### src/rtl/beat_monitor.sv
// rtl/beat_monitor.sv - measures the period of a slow beat, counts beats and tracks frequency lock
//
// Ports:
//   clk           system clock, all logic on the rising edge
//   rst           synchronous active-high reset
//   beat_in       beat to monitor, already synchronous to clk
//   period        last measured rising-edge-to-rising-edge period in clk cycles
//   period_valid  one-cycle pulse when period updates
//   beat_count    rising edges seen since reset, wraps 255 -> 0
//   locked        high while the beat has held EXPECTED +/- TOL for LOCK_N periods
//   err           sticky: bad period or timeout while locked; cleared only by rst
//   timeout       one-cycle pulse when the period counter saturates with no edge
module beat_monitor #(
  parameter int CNT_W    = 16,
  parameter int EXPECTED = 32,
  parameter int TOL      = 0,
  parameter int LOCK_N   = 4
) (
  input  logic             clk,
  input  logic             rst,
  input  logic             beat_in,
  output logic [CNT_W-1:0] period,
  output logic             period_valid,
  output logic [7:0]       beat_count,
  output logic             locked,
  output logic             err,
  output logic             timeout
);

  typedef enum logic [1:0] {
    IDLE    = 2'd0,
    MEASURE = 2'd1,
    LOCKED  = 2'd2
  } state_t;

  // Last count value before saturation: an edge here still yields a
  // legal period of 2^CNT_W-1, a non-edge here is the timeout.
  localparam logic [CNT_W-1:0] CNT_LAST = {{(CNT_W-1){1'b1}}, 1'b0};
  localparam logic [CNT_W:0]   EXP_W    = (CNT_W+1)'(EXPECTED);
  localparam logic [CNT_W:0]   TOL_W    = (CNT_W+1)'(TOL);
  localparam logic [3:0]       LOCK_W   = 4'(LOCK_N);

  state_t           state_q, state_d;
  logic             beat_d;
  logic             beat_edge;
  logic [CNT_W-1:0] cnt_q, cnt_d;
  logic [3:0]       good_q, good_d;
  logic [CNT_W-1:0] period_d;
  logic             pv_d, err_d, to_d;
  logic [CNT_W:0]   meas, diff;
  logic             period_good;

  assign beat_edge = beat_in & ~beat_d;
  assign locked    = (state_q == LOCKED);

  // One extra bit so the absolute difference never wraps.
  assign meas        = {1'b0, cnt_q} + (CNT_W+1)'(1);
  assign diff        = (meas >= EXP_W) ? (meas - EXP_W) : (EXP_W - meas);
  assign period_good = (diff <= TOL_W);

  always_comb begin
    state_d  = state_q;
    cnt_d    = cnt_q;
    good_d   = good_q;
    period_d = period;
    pv_d     = 1'b0;
    err_d    = err;
    to_d     = 1'b0;
    case (state_q)
      IDLE: begin
        // The first edge is only a timestamp; no period is produced.
        cnt_d = '0;
        if (beat_edge) state_d = MEASURE;
      end
      MEASURE, LOCKED: begin
        if (beat_edge) begin
          period_d = meas[CNT_W-1:0];
          pv_d     = 1'b1;
          cnt_d    = '0;
          if (period_good) begin
            if (state_q == MEASURE) begin
              good_d = good_q + 4'd1;
              if (good_q + 4'd1 == LOCK_W) state_d = LOCKED;
            end
          end else begin
            good_d = '0;
            if (state_q == LOCKED) begin
              err_d   = 1'b1;
              state_d = MEASURE;
            end
          end
        end else if (cnt_q == CNT_LAST) begin
          to_d    = 1'b1;
          cnt_d   = '0;
          good_d  = '0;
          state_d = IDLE;
          if (state_q == LOCKED) err_d = 1'b1;
        end else begin
          cnt_d = cnt_q + 1'b1;
        end
      end
      default: begin
        state_d = IDLE;
        cnt_d   = '0;
        good_d  = '0;
      end
    endcase
  end

  always_ff @(posedge clk) begin
    if (rst) begin
      state_q      <= IDLE;
      beat_d       <= 1'b1;  // beat_in high out of reset must not look like an edge
      cnt_q        <= '0;
      good_q       <= '0;
      period       <= '0;
      period_valid <= 1'b0;
      beat_count   <= 8'd0;
      err          <= 1'b0;
      timeout      <= 1'b0;
    end else begin
      state_q      <= state_d;
      beat_d       <= beat_in;
      cnt_q        <= cnt_d;
      good_q       <= good_d;
      period       <= period_d;
      period_valid <= pv_d;
      err          <= err_d;
      timeout      <= to_d;
      if (beat_edge) beat_count <= beat_count + 8'd1;
    end
  end

endmodule

### config.mk
export PLATFORM = sky130hd
export DESIGN_NAME = beat_monitor
export DESIGN_NICKNAME = d
export VERILOG_FILES = /design/src/rtl/beat_monitor.sv
export SDC_FILE = /design/constraint.sdc
export NUM_CORES = 1
export LEC_CHECK = 0
export CAP_MARGIN = 20
export CORE_MARGIN = 3
export CORE_UTILIZATION = 30
export DETAILED_ROUTE_END_ITERATION = 12
export GPL_TIMING_DRIVEN = 1
export SLEW_MARGIN = 20
export SYNTH_ARGS = -nofsm -noshare
export SYNTH_HDL_FRONTEND = slang
export SYNTH_SLANG_ARGS = --single-unit
### constraint.sdc
create_clock -name clk -period 6.5 [get_ports clk]
set_input_delay 0.65 -clock clk [delete_from_list [all_inputs] [get_ports clk]]
set_output_delay 0.65 -clock clk [all_outputs]
set_load 0.01 [all_outputs]
==> results.md <==
- Final worst path period share: about 67%
- Slew HR: about half
- Hold_buf cts: 0
- Layout area overhead: 15.74%
- Cell area after synthesis: 2957 um^2
- DIE AREA: ~11000 um^2
- # resized after CTS: 0
- Tmin final: between 4 and 5 ns
- Share of layout cells above drive strength 1: slightly below 8%
- #FFs+latches synth: 50
- Leading area contributor after synthesis: dfxtp_1
- Sequential area share after synthesis: 33.86%
- GPL Wtd Cong: a little under 0.9
- Core Util, Final: about 36%
- First-pass GRT wire length: between 10 and 15 mm
- Core Region: around 9400 um^2
- H-tree level count: 2
- # Post-CTS Setup Buffers: 0
- Crit path max-delay cell type: or4b_1
- Setup Viol. Count Final: 0
- Predominant post-synthesis flop cell: dfxtp_1
- CTS tree: done
- Max Cap Violations: 0
- Met1 Usage GRT: between 10% and 20%
- I/O pin count: 31
- Slew Limit Fails: 0
- PortBufs: 30
- Commonest non-fill, non-tap cells in the layout: dfxtp_1, nor2_1, clkdlybuf4s50_1
- Post-synth EDFFs: 0
- Ys async rst share: 0%
- Measured slew at the worst slew-check pin: between 0.7 and 0.8 ns
- Post-synth net total: about 360
- Worst path cell trace: ha_1 > nand3_2 > nor2_1 > xnor2_1 > ha_1 > xnor2_1 > or4b_1 > a21oi_1 > nor4bb_1 > o211ai_1 > a2bb2oi_1 > nor4_1 > or4_1 > mux2i_1
- Routed wire per std cell: roughly 14 um
- Worst path bufs/invs: 0
- Yosys warnings: 0
- Status: finished clean
- Residual DRC: 0
- Synth top area cells: dfxtp_1, nor2_1, xnor2_1
- PD cells: approximately 200 nW/um^2
- Kind of critical path: flip-flop to flip-flop
- DP Area: ~3300 um^2
- Std cell rows: 35
- Clock sink total: 50
- Fin area: between 3000 and 4000 um^2
- Busiest grt layer: met2
- Max Fanout on Critical Path: 13
- RSZ-0062 raised after global routing: no
- Vias in the first global route: 2295
- Largest net degree at the start of global routing: 35
- Reg clk slew, reported paths: about 0.10 ns
- Clk_lat worst skew: roughly 0.30 ns
- Vias: ~2600
- CP endpoint kind: flip-flop
- Pre-CTS setup slack: ~2.2 ns
- Final Hold Vio Count: 0
- TritonCTS Buffers: 5
- Area fraction of the dominant cell type after synthesis: between 30% and 40%
- Longest Clk Path Bufs: 2
- Worst Setup Start Kind: flip-flop
- Die W: roughly 110 um
- DIE HEIGHT: 105.3 um
- Final antenna-violating net count: 0
- Initial antenna violation count: 0
- VDD IR max: about 0.08 mV
- Initial Utilization: a little under a third
- First-pass detailed-route iteration total: 4
- Cell class contributing the biggest share of worst-path delay: simple AND/OR/NAND/NOR gates
- # diodes: 0
- Hold crit path type: flip-flop to flip-flop
- TNS Setup: 0 ns
- CP required: between 6 and 7 ns
- Power Total: about 0.00068 W
- Final HPWL DP: a little under 5 mm
- Worst Slack Setup Final: about 2.1 ns
- Drt total wl: roughly 6.8 mm
- Vias/cell: 5.201
- Commonest non-fill, non-tap cell in the layout: dfxtp_1
- CTS root buffer: clkbuf_8
- CP arrival: roughly 4.6 ns
- Fmax: approximately 230 MHz
- Syn Inst Count: approximately 350
- Post-synth cell types: between 60 and 70
- DR iter-0 viols: approximately 170
- Slowest cell delay on critical path: 0.54 ns
- Total Nets Final: 376
- GRT Overall Usage: between 10% and 20%
- M3 GR Usage: 2.633%
- GR Util met2: roughly 19%
- Grt ovf: 0
- Skew final: between 0.005 and 0.006 ns
- Mean post-synth cell area: between 8 and 9 um^2
- P_leak: roughly 1.1 nW
[cell families (layout without fill, tap and decap cells)]
| logic type | count (synthesis) | count (layout) | synth area share, % |
|---|---|---|---|
| fa+ha+maj | 10 | 10 | 4.232 |
| flops | 50 | 50 | 33.86 |
| mux | 4 | 4 | 1.439 |
| buf+inv | 34 | 47 | 5.840 |
| compound gates | 64 | 64 | 16.89 |
| simple gates | 164 | 164 | 30.34 |
| xor+xnor | 25 | 25 | 7.406 |
[area by class of cell]
class / instances / area, um^2
multi-input cells: 267 / 1784
repair buffers: 31 / 307.8
well taps: 129 / 161.4
fillers: 955 / 5993
inverters: 8 / 30.03
flip-flops and latches: 50 / 1001
clock inverters: 3 / 68.82
clock buffers: 5 / 68.82
[path summary, 6_finish.rpt]
| kind | startpoint | slack, ns | endpoint | depth (start not counted) |
|---|---|---|---|---|
| hold / removal | err$_SDFFE_PP0P_ | 0.48 | err$_SDFFE_PP0P_ | 1 |
| setup reg to reg | cnt_q[0]$_SDFF_PP0_ | 2.13 | state_q[0]$_SDFFE_PP0P_ | 14 |
| hold reg to reg | err$_SDFFE_PP0P_ | 0.48 | err$_SDFFE_PP0P_ | 1 |
| setup / recovery | cnt_q[0]$_SDFF_PP0_ | 2.13 | state_q[0]$_SDFFE_PP0P_ | 14 |
[synth_stat cells, drive strengths merged, types with 2 or more instances]
| cell type | instances |
|---|---|
| buf | 13 |
| and3 | 5 |
| or3 | 10 |
| mux2 | 2 |
| or4b | 2 |
| nand2 | 25 |
| or3b | 3 |
| nand4 | 8 |
| mux2i | 2 |
| o21ai | 8 |
| nor2 | 48 |
| nand3 | 16 |
| nand3b | 3 |
| or4 | 3 |
| nor4 | 12 |
| or2 | 3 |
| and4 | 4 |
| o31ai | 4 |
| xor2 | 8 |
| o22ai | 2 |
| inv | 8 |
| clkbuf | 13 |
| a21oi | 5 |
| and2 | 2 |
| a2111oi | 2 |
| o211ai | 2 |
| ha | 10 |
| nor2b | 4 |
| o32ai | 2 |
| nor3 | 7 |
| xnor2 | 17 |
| dfxtp | 50 |
| o31a | 2 |
| nand2b | 4 |
| a31oi | 5 |
| nor4b | 2 |
| a211oi | 18 |
[sequential cells by signal (all words and copies together) (netlist names), 2 cells and up]
name        cells
state_q         2
beat_count      8
period         16
cnt_q          16
good_q          4
[metrics by stage]
step / std cells / hold slack [ns]
final: 493 / 0.4836
after global routing: 493 / 0.5098
after CTS: 493 / 0.4843
after detailed placement: 485 / 0.4611
after global placement: 485 / 0.4569
after floorplan: 351 / 0.4521
[power breakdown]
| part | internal, W | switching, W | total, W |
|---|---|---|---|
| logic | 0.0000386 | 0.0000486 | 0.0000871 |
| registers | 0.000316 | 0.00000884 | 0.000325 |
| clock network | 0.000154 | 0.000109 | 0.000264 |
| total | 0.000509 | 0.000167 | 0.000676 |
[routing by layer]
layer / share of wire [%] / wire, um / vias up
li1: - / - / 1310
met1: 49 / 3343 / 1186
met2: 45 / 3045 / 62
met3: 5.5 / 374 / 6
met4: 0.65 / 44 / 0
met5: 0 / 0 / -
Power figures use the tool's default switching activity.
